==> src/rtl/mem_sequencer.sv <==
// rtl/mem_sequencer.sv - IF/MEM arbiter and byte-serial sequencer for a unified 8-bit RAM port
// Optional feature macro: MEM_SEQ_IO_HOLD_EN adds io_buffer_full_i, which holds stores to addr[17:16] == 2'b11.
module mem_sequencer #(
  parameter int ADDR_W  = 32,
  parameter int RAM_LAT = 1
) (
  input  logic              clk,
  input  logic              rst,
  input  logic              rdy,
`ifdef MEM_SEQ_IO_HOLD_EN
  input  logic              io_buffer_full_i,
`endif
  input  logic              if_req_i,
  input  logic [ADDR_W-1:0] if_addr_i,
  output logic              if_done_o,
  output logic [31:0]       if_inst_o,
  input  logic              mem_req_i,
  input  logic              mem_we_i,
  input  logic [1:0]        mem_size_i,
  input  logic              mem_sext_i,
  input  logic [ADDR_W-1:0] mem_addr_i,
  input  logic [31:0]       mem_wdata_i,
  output logic              mem_done_o,
  output logic [31:0]       mem_rdata_o,
  input  logic [7:0]        ram_din_i,
  output logic [ADDR_W-1:0] ram_addr_o,
  output logic [7:0]        ram_dout_o,
  output logic              ram_wr_o
);

  if (RAM_LAT != 1) begin : g_lat_check
    $error("mem_sequencer: only RAM_LAT == 1 is supported");
  end

  localparam logic [1:0] S_IDLE  = 2'd0;
  localparam logic [1:0] S_READ  = 2'd1;
  localparam logic [1:0] S_WRITE = 2'd2;
  localparam logic [1:0] S_DONE  = 2'd3;

  logic [1:0]        r_state;
  logic [2:0]        r_k;
  logic [2:0]        r_n;
  logic              r_is_if;
  logic              r_sext;
  logic [ADDR_W-1:0] r_base;
  logic [3:0][7:0]   r_wdata;
  logic [3:0][7:0]   r_bytes;
  logic [ADDR_W-1:0] r_ram_addr;
  logic [7:0]        r_ram_dout;
  logic              r_if_done;
  logic              r_mem_done;
  logic [31:0]       r_if_inst;
  logic [31:0]       r_mem_rdata;

  logic [2:0]        w_size_n;
  logic [2:0]        w_k_inc;
  logic [1:0]        w_lane;
  logic [ADDR_W-1:0] w_next_addr;
  logic [3:0][7:0]   w_word;
  logic [31:0]       w_load;
  logic              w_hold;
  logic              w_issue;

  // Byte count for the requested MEM access; size 11 behaves as a word.
  always_comb begin
    w_size_n = 3'd4;
    case (mem_size_i)
      2'b00:   w_size_n = 3'd1;
      2'b01:   w_size_n = 3'd2;
      default: w_size_n = 3'd4;
    endcase
  end

  assign w_k_inc     = r_k + 3'd1;
  assign w_lane      = r_k[1:0] - 2'd1;
  assign w_next_addr = r_base + ADDR_W'(w_k_inc);

`ifdef MEM_SEQ_IO_HOLD_EN
  assign w_hold = io_buffer_full_i && (r_ram_addr[17:16] == 2'b11);
`else
  assign w_hold = 1'b0;
`endif

  // A store byte is issued only in WRITE and only when the IO buffer is not holding it.
  assign w_issue = (r_state == S_WRITE) && !w_hold;

  // Captured bytes with the byte arriving this cycle merged into its lane.
  always_comb begin
    w_word         = r_bytes;
    w_word[w_lane] = ram_din_i;
  end

  // Zero/sign extension of the assembled load result.
  always_comb begin
    w_load = w_word;
    case (r_n)
      3'd1:    w_load = r_sext ? {{24{w_word[0][7]}}, w_word[0]} : {24'd0, w_word[0]};
      3'd2:    w_load = r_sext ? {{16{w_word[1][7]}}, w_word[1], w_word[0]}
                               : {16'd0, w_word[1], w_word[0]};
      default: w_load = w_word;
    endcase
  end

  // Sequencer FSM: arbitrate in IDLE, step bytes in READ/WRITE, pulse done in DONE.
  always_ff @(posedge clk) begin
    if (rst) begin
      r_state     <= S_IDLE;
      r_k         <= 3'd0;
      r_n         <= 3'd0;
      r_is_if     <= 1'b0;
      r_sext      <= 1'b0;
      r_base      <= '0;
      r_wdata     <= '0;
      r_bytes     <= '0;
      r_ram_addr  <= '0;
      r_ram_dout  <= 8'd0;
      r_if_done   <= 1'b0;
      r_mem_done  <= 1'b0;
      r_if_inst   <= 32'd0;
      r_mem_rdata <= 32'd0;
    end else if (rdy) begin
      r_if_done  <= 1'b0;
      r_mem_done <= 1'b0;
      case (r_state)
        S_IDLE: begin
          r_k <= 3'd0;
          if (mem_req_i) begin
            r_is_if    <= 1'b0;
            r_base     <= mem_addr_i;
            r_ram_addr <= mem_addr_i;
            r_n        <= w_size_n;
            r_sext     <= mem_sext_i;
            r_wdata    <= mem_wdata_i;
            r_ram_dout <= mem_wdata_i[7:0];
            r_state    <= mem_we_i ? S_WRITE : S_READ;
          end else if (if_req_i) begin
            r_is_if    <= 1'b1;
            r_base     <= if_addr_i;
            r_ram_addr <= if_addr_i;
            r_n        <= 3'd4;
            r_sext     <= 1'b0;
            r_state    <= S_READ;
          end
        end
        S_READ: begin
          if (r_is_if && !if_req_i) begin
            r_state <= S_IDLE;
            r_k     <= 3'd0;
          end else begin
            // r_k counts address cycles already issued; data trails address by one cycle.
            if (r_k != 3'd0) begin
              r_bytes[w_lane] <= ram_din_i;
            end
            if (r_k == r_n) begin
              r_state <= S_DONE;
              r_k     <= 3'd0;
              if (r_is_if) begin
                r_if_done <= 1'b1;
                r_if_inst <= w_word;
              end else begin
                r_mem_done  <= 1'b1;
                r_mem_rdata <= w_load;
              end
            end else begin
              r_k <= w_k_inc;
              if (w_k_inc < r_n) begin
                r_ram_addr <= w_next_addr;
              end
            end
          end
        end
        S_WRITE: begin
          if (w_issue) begin
            if (w_k_inc == r_n) begin
              r_state    <= S_DONE;
              r_k        <= 3'd0;
              r_mem_done <= 1'b1;
            end else begin
              r_k        <= w_k_inc;
              r_ram_addr <= w_next_addr;
              r_ram_dout <= r_wdata[w_k_inc[1:0]];
            end
          end
        end
        default: begin
          r_state <= S_IDLE;
        end
      endcase
    end
  end

  assign if_done_o   = r_if_done;
  assign if_inst_o   = r_if_inst;
  assign mem_done_o  = r_mem_done;
  assign mem_rdata_o = r_mem_rdata;
  assign ram_addr_o  = r_ram_addr;
  assign ram_dout_o  = r_ram_dout;
  assign ram_wr_o    = w_issue && rdy;

endmodule
==> config.mk <==
export PLATFORM = sky130hd
export DESIGN_NAME = mem_sequencer
export DESIGN_NICKNAME = d
export VERILOG_FILES = /design/src/rtl/mem_sequencer.sv
export SDC_FILE = /design/constraint.sdc
export NUM_CORES = 1
export LEC_CHECK = 0
export ABC_CLOCK_PERIOD_IN_PS = 10300
export CAP_MARGIN = 20
export CORE_ASPECT_RATIO = 2
export CORE_UTILIZATION = 45
export CTS_BUF_LIST = sky130_fd_sc_hd__clkbuf_16
export DETAILED_ROUTE_END_ITERATION = 8
export PLACE_DENSITY = 0.79
export SYNTH_ARGS = -nofsm -noshare
export SYNTH_HDL_FRONTEND = slang
export SYNTH_SLANG_ARGS = --single-unit
export TNS_END_PERCENT = 50
==> constraint.sdc <==
create_clock -name clk -period 10.3 [get_ports clk]
set_input_delay 3.09 -clock clk [delete_from_list [all_inputs] [get_ports clk]]
set_output_delay 3.09 -clock clk [all_outputs]
set_load 0.01 [all_outputs]
---- After elaboration in Yosys (flattened, before gate mapping) ----
Index checks and enable logic that the tools add are counted.
storage, ports and cells
  output and inout port bits .............. 107
  bits of input ports ..................... 113
  logic and storage cells ................. 108
  ROM bits ................................ 0
  memories ................................ 0
  bits in writable memories ............... 0
  bits in latches ......................... 0
  bits in registers ....................... 212
operators by class
  bitwise operators ....................... 2
  eq/ne operators ......................... 15
  $lt $le $gt $ge ......................... 4
  multiply operators ...................... 0
  shift-type cells ........................ 0
  reductions and logical operators ........ 19
  add/sub/neg operators ................... 3
  divide/modulo/power cells ............... 0
  mux-type cells .......................... 45
operator list
  kind                                                         count
  2-to-1 mux 32 bit                                            8
  case mux 32 bit (3 select lines)                             1
  case mux 32 bit (2 select lines)                             1
  adder 32 x 3 -> 32 bit                                       1
  bitwise mux 32 bit                                           1
  2-to-1 mux 8 bit                                             4
  binary-select mux 8 bit (select 2 bit)                       1
  demux 8 bit (select 2 bit)                                   1
  case mux 8 bit (2 select lines)                              1
  2-to-1 mux 3 bit                                             5
  2-to-1 mux 1 bit                                             12
  2-to-1 mux 2 bit                                             6
  AND reduction 4 bit                                          3
  != test 2 bit (second input constant)                        5
  AND reduction 5 bit                                          2
  case mux 3 bit (3 select lines)                              1
  AND reduction 7 bit                                          1
  == test 3 bit                                                2
  less-than comparator 2 x 3 -> 1 bit (second input constant)  2
  != test 3 bit (second input constant)                        2
  case mux 2 bit (3 select lines)                              1
  case mux 3 bit (2 select lines)                              1
  AND reduction 3 bit                                          2
  nonzero test 3 bit                                           2
  other kinds (16)                                             22

---- Longest topological paths before layout ----
Gate-level depths: netlist of run 1.
  word-level depth ........................ 8
  mapped depth ............................ 11
  mapped depth without buffers ............ 9

---- Least setup slack after synthesis of run 1 ----
OpenSTA, ideal clock, no wires.
  kind .................................... input to output
  from .................................... input port rdy
  to ...................................... output port ram_wr_o
  cell stages on the path ................. 2
  slack ................................... 3.691 ns
  path buffers ............................ 1
  arrival time ............................ 3.519 ns
  path through ............................ clkbuf_1 -> and2_1
between the ends
  longest elaborated chain between the ends .. 1
RTL lines
  what               RTL line  source
  from (decl)        9         input logic rdy,
  logical AND 1 bit  198       assign ram_wr_o = w_issue && rdy;
  to (decl)          28        output logic ram_wr_o
Every way passes these cells.

---- Worst setup path after layout of run 1 ----
Ends and elaborated chain as after synthesis.

==> results of run 1 <==
critical path, delay by kind of cell:
kind / cells / cell delay (ns)
buf+inv: 2 / 1.20
simple gates: 1 / 0.20
synth_stat cells (all sizes together), types with 5 or more instances:
library cell    n  area, µm²
nor4            7       43.8
o21ai          30        150
a22oi           5       37.5
and2            5       31.3
a211oi        131        983
o2111ai         6       52.6
a21oi          79        395
dfxtp         212       4240
a31oi           5       31.3
mux4            8        180
clkbuf         68        255
buf            27        116
nand2         120        450
inv            29        109
nand2b         21        131
or3            11       68.8
nor2          150        563
nor3           14       70.1
and3            9       56.3
nor2b          11       68.8
mux2i          76        761
ha             15        188
nand4           8       71.3
nand3          28        145
a32o           12        120
xnor2           9       78.8
and4            5       46.3
o31a            6       52.6
kinds of logic after synthesis:
logic type	after synthesis	synth area share, %
adder cells (fa/ha/maj)	16	2.09
flip-flops	212	42.7
AO/OA/AOI/OAI	308	21.4
AND/OR/NAND/NOR	399	18.4
buffers and inverters	124	4.83
XOR/XNOR	13	1.14
multiplexers	85	9.57
power breakdown:
part           switching [W]  total [W]  internal [W]
registers          0.0000526   0.000934      0.000881
clock network       0.000329   0.000802      0.000472
logic               0.000227   0.000427      0.000200
area by class of cell:
cell class / count / area (µm²) / share of cell area (%)
diodes: 1 / 2.50 / 0.0193
clock buffers: 21 / 526 / 4.05
clock inverters: 15 / 179 / 1.38
inverters: 29 / 109 / 0.839
multi-input cells: 821 / 5250 / 40.5
flip-flops and latches: 212 / 4240 / 32.7
well taps: 273 / 342 / 2.63
repair buffers: 235 / 2320 / 17.9
sequential cells by signal, indices dropped and copies added, names as in the netlist:
| register | cells |
|---|---|
| mem_done_o | 1 |
| r_base | 32 |
| mem_rdata_o | 32 |
| if_done_o | 1 |
| ram_dout_o | 8 |
| r_wdata | 32 |
| r_state | 2 |
| r_n | 3 |
| ram_addr_o | 32 |
| r_k | 3 |
| if_inst_o | 32 |
| r_sext | 1 |
| r_bytes | 32 |
| r_is_if | 1 |
layout by cell type, fill, tap and decap left out, types with 6 or more instances in the layout:
cell             Yosys  layout
a211oi_1           131     131
a21oi_1             79      79
a32o_1              12      12
and3_1               9       9
buf_4                0      15
clkbuf_16            0      21
clkdlybuf4s50_1      0     217
dfxtp_1            212     212
ha_1                15      15
inv_1               29      32
mux2i_1             76      76
mux4_2               8       8
nand2_1            120     120
nand2b_1            21      21
nand3_1             27      27
nand4_1              6       6
nor2_1             150     149
nor2b_1             11      11
nor3_1              14      12
nor4_1               7       7
o2111ai_1            6       6
o21ai_0             29      29
o31a_1               6       6
or3_1               11      11
xnor2_1              9       9
per-layer routing:
metal	global-route usage, %	vias up	share of wire, %
met5	0	-	0
met3	2.70	94	4.0
li1	-	4486	-
met1	26.2	4308	35
met4	17.4	0	6.3
met2	48.0	314	54
worst paths after layout:
| check | to | start | slack, ns |
|---|---|---|---|
| max | ram_wr_o | rdy | 2.72 |
| min | r_wdata[30]$_SDFFE_PP0P_ | r_wdata[30]$_SDFFE_PP0P_ | 0.46 |
| max reg2reg | ram_addr_o[20]$_SDFFE_PP0P_ | r_k[0]$_SDFFE_PP0P_ | 5.89 |
| min reg2reg | r_wdata[30]$_SDFFE_PP0P_ | r_wdata[30]$_SDFFE_PP0P_ | 0.46 |
per-stage QoR:
step           util, %  worst slack [ns]  hold slack, ns  cells
6_report          60.1              2.72           0.456   1607
5_1_grt           60.1              2.65           0.479   1607
4_1_cts           59.9              2.71           0.455   1603
3_5_place_dp      56.7              2.71           0.447   1567
3_3_place_gp      56.7              2.73           0.439   1567
2_1_floorplan        -              3.69           0.433   1157
==> out/metrics.cfg, run 1 <==
[worst_setup_path]
worst-setup-path-type = input pin to output pin
crit_arrival_ns = 4.49
cp-end-kind = output pin
startpoint_type = input pin
critPathMostFrequentCell = clkdlybuf4s50_1
rr_worst_depth = 9
worst_path_max_delay_cell = clkdlybuf4s50_1
crit_path_max_fanout = 9
cpPeakStageDelay_ns = 0.66
crit_chain = clkdlybuf4s50_1 > and2_1 > clkdlybuf4s50_1
worstPathRequired_ns = 7.21

[power_and_ir_drop]
power_density_mw_per_mm2 = 167
power_w = 0.00216
ir_drop_uv = 153
p_leak_nw = 4.62

[yosys]
synth_edf_count = 0
syn_area_per_cell_um2 = 8.60
synthesis.nets = 1286
ys_async_sr_fraction_pct = 0
synthCells = 1157
seq_area_frac_synth_pct = 42.7
synth_flop_cell = dfxtp_1
ys_ff_latch = 212
yosys.cell_types.count = 61
ys_warn_count = 0
netlist_area_mm2 = 0.00995

[grt]
grt_antenna_before_repair = 1
grt_pass1_wl_um = 45800
grt_usage_pct = 25.7
overflow = 0
grt_max_degree = 133
grt_pass1_vias = 8955

[clock_network]
cts_made_buffers = 20
clk_latency_ns = 0.51
clock-sinks = 212
h-tree-depth = 1
ctsResizeCount = 0
cts_root_buffer = clkbuf_16
cts_hold_buf = 0
post_cts_buffers = 0
cts_buffer_depth = 3
cts_tree = built
clk_pin_slew_ns = 0.06

[timing]
finalSetupTns_ns = 0
grt_setup_unrepaired = no
period_share_pct = 73.5
fin_skew_ns = 0.00948
drv_slew = 0
fmax_mhz = 132
slew_headroom_pct = 30.4
max_slew.worst_pin.slew_ns = 1.04
hold_viol_final = 0
fin_crit_ns = 7.58
setup_viol = 0

[run]
maxCapViolations = 0

[layout]
fill_cells = 1874
nets = 1448
design_area_mm2 = 0.0130
syn2layout_area_growth_pct = 30.4
drive_above_1_share_pct = 5.33

[min_path]
hp-class = flip-flop to flip-flop
whs_path_depth = 2

[detailed_routing]
drtAntennaViolNets = 0
detail_route.wl_per_cell_um = 18.1
vias = 9202
drc = 0
via_per_inst = 5.73
drt_iter0_markers = 476
drt_wl_total_um = 29000
dr.pass1.iters = 5

[floorplan]
core_area_mm2 = 0.0216
start_util_pct = 46.1
top_level_ports = 220
dieArea_mm2 = 0.0227
placementRows = 76
die_w_um = 107
fp.dieH_um = 212

[placement]
dp_hpwl_um = 20400
numPortBuffers = 219
place_area_mm2 = 0.0122
routabilityCongestion = 0.876

[run_status]
status = finished, final reports clean

(Power assumes the default switching activity.)
==> inputs of run 2 (changes only) <==
--- a/config.mk
+++ b/config.mk
@@ -5,13 +5,13 @@
 export SDC_FILE = /design/constraint.sdc
 export NUM_CORES = 1
 export LEC_CHECK = 0
-export ABC_CLOCK_PERIOD_IN_PS = 10300
+export ABC_CLOCK_PERIOD_IN_PS = 6100
 export CAP_MARGIN = 20
 export CORE_ASPECT_RATIO = 2
 export CORE_UTILIZATION = 45
 export CTS_BUF_LIST = sky130_fd_sc_hd__clkbuf_16
 export DETAILED_ROUTE_END_ITERATION = 8
-export PLACE_DENSITY = 0.79
+export PLACE_DENSITY = 0.82
 export SYNTH_ARGS = -nofsm -noshare
 export SYNTH_HDL_FRONTEND = slang
 export SYNTH_SLANG_ARGS = --single-unit
==> constraint.sdc (replaced) <==
create_clock -name clk -period 6.1 [get_ports clk]
set_input_delay 1.83 -clock clk [delete_from_list [all_inputs] [get_ports clk]]
set_output_delay 1.83 -clock clk [all_outputs]
set_load 0.01 [all_outputs]
==> out/metrics.cfg, run 2 (same netlist as run 1, synthesis figures left out) <==
[run_status]
status = finished, final reports clean  ; unchanged

[timing]
setup_viol = 0  ; unchanged
finalSetupTns_ns = 0  ; unchanged
hold_viol_final = 0  ; unchanged
slew_headroom_pct = 25.8  ; was 30.4%
grt_setup_unrepaired = no  ; unchanged
fin_crit_ns = 5.09
drv_slew = 0  ; unchanged
period_share_pct = 83.4
max_slew.worst_pin.slew_ns = 1.11  ; was 1.04 ns
fin_skew_ns = 0.0109  ; was 0.00948 ns
fmax_mhz = 197
fin_hold_ws_ns = 0.455  ; was 0.456 ns

[clock_network]
cts_made_buffers = 20  ; unchanged
cts_root_buffer = clkbuf_16  ; unchanged
clk_pin_slew_ns = 0.06  ; about the same
post_cts_buffers = 0  ; unchanged
cts_tree = built  ; unchanged
cts_buffer_depth = 3  ; unchanged
cts_hold_buf = 0  ; unchanged
clock-sinks = 212  ; unchanged
ctsResizeCount = 0  ; unchanged
h-tree-depth = 1  ; unchanged
clk_latency_ns = 0.49  ; was 0.51 ns

[detailed_routing]
dr.pass1.iters = 5  ; unchanged
vias = 9230  ; was 9202
drt_wl_total_um = 28600  ; was 29000 µm
drt_iter0_markers = 441  ; was 476
detail_route.wl_per_cell_um = 17.8  ; was 18.1 µm
drtAntennaViolNets = 0  ; unchanged
via_per_inst = 5.75  ; was 5.73
drc = 0  ; unchanged

[placement]
dp_hpwl_um = 20300  ; was 20400 µm
place_area_mm2 = 0.0122  ; about the same
routabilityCongestion = 0.883  ; was 0.876
numPortBuffers = 219  ; unchanged

[floorplan]
dieArea_mm2 = 0.0227  ; unchanged
placementRows = 76  ; unchanged
die_w_um = 107  ; unchanged
top_level_ports = 220  ; unchanged
fp.dieH_um = 212  ; unchanged
start_util_pct = 46.1  ; unchanged
core_area_mm2 = 0.0216  ; unchanged

[layout]
final_common_cell = clkdlybuf4s50_1  ; unchanged
register_area_mm2 = 0.00424  ; unchanged
most-common-layout-cells = clkdlybuf4s50_1 (217), dfxtp_1 (212), nor2_1 (149)  ; unchanged
design_area_mm2 = 0.0129  ; was 0.0130 mm²
utilization_pct = 59.6  ; was 60.1%
fill_cells = 1863  ; was 1874
syn2layout_area_growth_pct = 29.3  ; was 30.4%
nets = 1448  ; unchanged
drive_above_1_share_pct = 4.88  ; was 5.33%
multi_input_area_mm2 = 0.00525  ; unchanged

[worst_setup_path]
rr_worst_depth = 9  ; unchanged
r2r_slack_ns = 1.75  ; was 5.89 ns
worst-setup-path-type = input pin to output pin  ; unchanged
r2r_start = r_k[0]$_SDFFE_PP0P_  ; unchanged
crit_chain = clkdlybuf4s50_1 > and2_1 > clkdlybuf4s50_1  ; unchanged
crit_path_max_fanout = 9  ; unchanged
cp_top_family = buffers and inverters  ; unchanged
worst-path-buf-inv = 2  ; unchanged
worstPathRequired_ns = 4.27  ; was 7.21 ns
cp-end-kind = output pin  ; unchanged
r2r_end = ram_addr_o[20]$_SDFFE_PP0P_  ; unchanged
critPathMostFrequentCell = clkdlybuf4s50_1  ; unchanged
cpPeakStageDelay_ns = 0.68  ; was 0.66 ns
crit_arrival_ns = 3.26  ; was 4.49 ns
startpoint_type = input pin  ; unchanged
worst_path_max_delay_cell = clkdlybuf4s50_1  ; unchanged

[grt]
grt_usage_pct = 25.3  ; was 25.7%
grt_pass1_vias = 8929  ; was 8955
grt_max_degree = 139  ; was 133
overflow = 0  ; unchanged
grt_antenna_before_repair = 1  ; unchanged
grt_pass1_wl_um = 45600  ; was 45800 µm

[min_path]
hp-class = flip-flop to flip-flop  ; unchanged
whs_path_depth = 2  ; unchanged
min_to = r_wdata[20]$_SDFFE_PP0P_  ; was r_wdata[30]$_SDFFE_PP0P_
hp-start = r_wdata[20]$_SDFFE_PP0P_  ; was r_wdata[30]$_SDFFE_PP0P_

[power_and_ir_drop]
ir_drop_uv = 276  ; was 153 µV
p_leak_nw = 4.58  ; was 4.62 nW
power_density_mw_per_mm2 = 268  ; was 167 mW/mm²

[run]
maxCapViolations = 0  ; unchanged

-- run 2: tightest hold or removal path: stages (launching register included) --
cell	delay, ns
dfxtp_1	0.31
nand2_1	0.05
a21oi_1	0.05
-- run 2: metrics by stage --
step | std cells | power [W] | setup slack (ns)
6_report | 1606 | 0.00345 | 1.01
5_1_grt | 1606 | 0.00361 | 0.986
4_1_cts | 1603 | 0.00346 | 1.01
3_5_place_dp | 1568 | 0.00231 | 1.02
3_3_place_gp | 1568 | 0.00230 | 1.03
2_1_floorplan | 1157 | 0.00200 | 2.01
-- run 2: worst max path at each step --
stage	startpoint	endpoint	slack [ns]	cells past startpoint
2_1_floorplan	rdy	ram_wr_o	2.01	2
3_3_place_gp	rdy	ram_wr_o	1.03	3
3_5_place_dp	rdy	ram_wr_o	1.02	3
4_1_cts	rdy	ram_wr_o	1.01	3
5_1_grt	rdy	ram_wr_o	0.99	3
6_report	rdy	ram_wr_o	1.01	3
-- run 2: where the power goes --
group	internal, W	switching (W)
Sequential	0.00149	0.0000872
Clock	0.000623	0.000524
Combinational	0.000339	0.000384
Total	0.00245	0.000994
-- run 2: layout make-up --
class	instances	share of cell area (%)
clock inverter	14	0.515
timing repair buffer	235	18.1
tap	273	2.65
multi-input combinational	821	40.8
inverter	29	0.846
clock buffer	21	4.08
sequential	212	33.0
antenna	1	0.0194
-- run 2: layer usage --
layer  global-route usage, %  up-vias  routed length [µm]
li1                        -     4486                   -
met1                    26.1     4310               10000
met2                    47.7      335               15500
met3                    2.64       99                1220
met4                    15.9        0                1850
met5                       0        -                   0
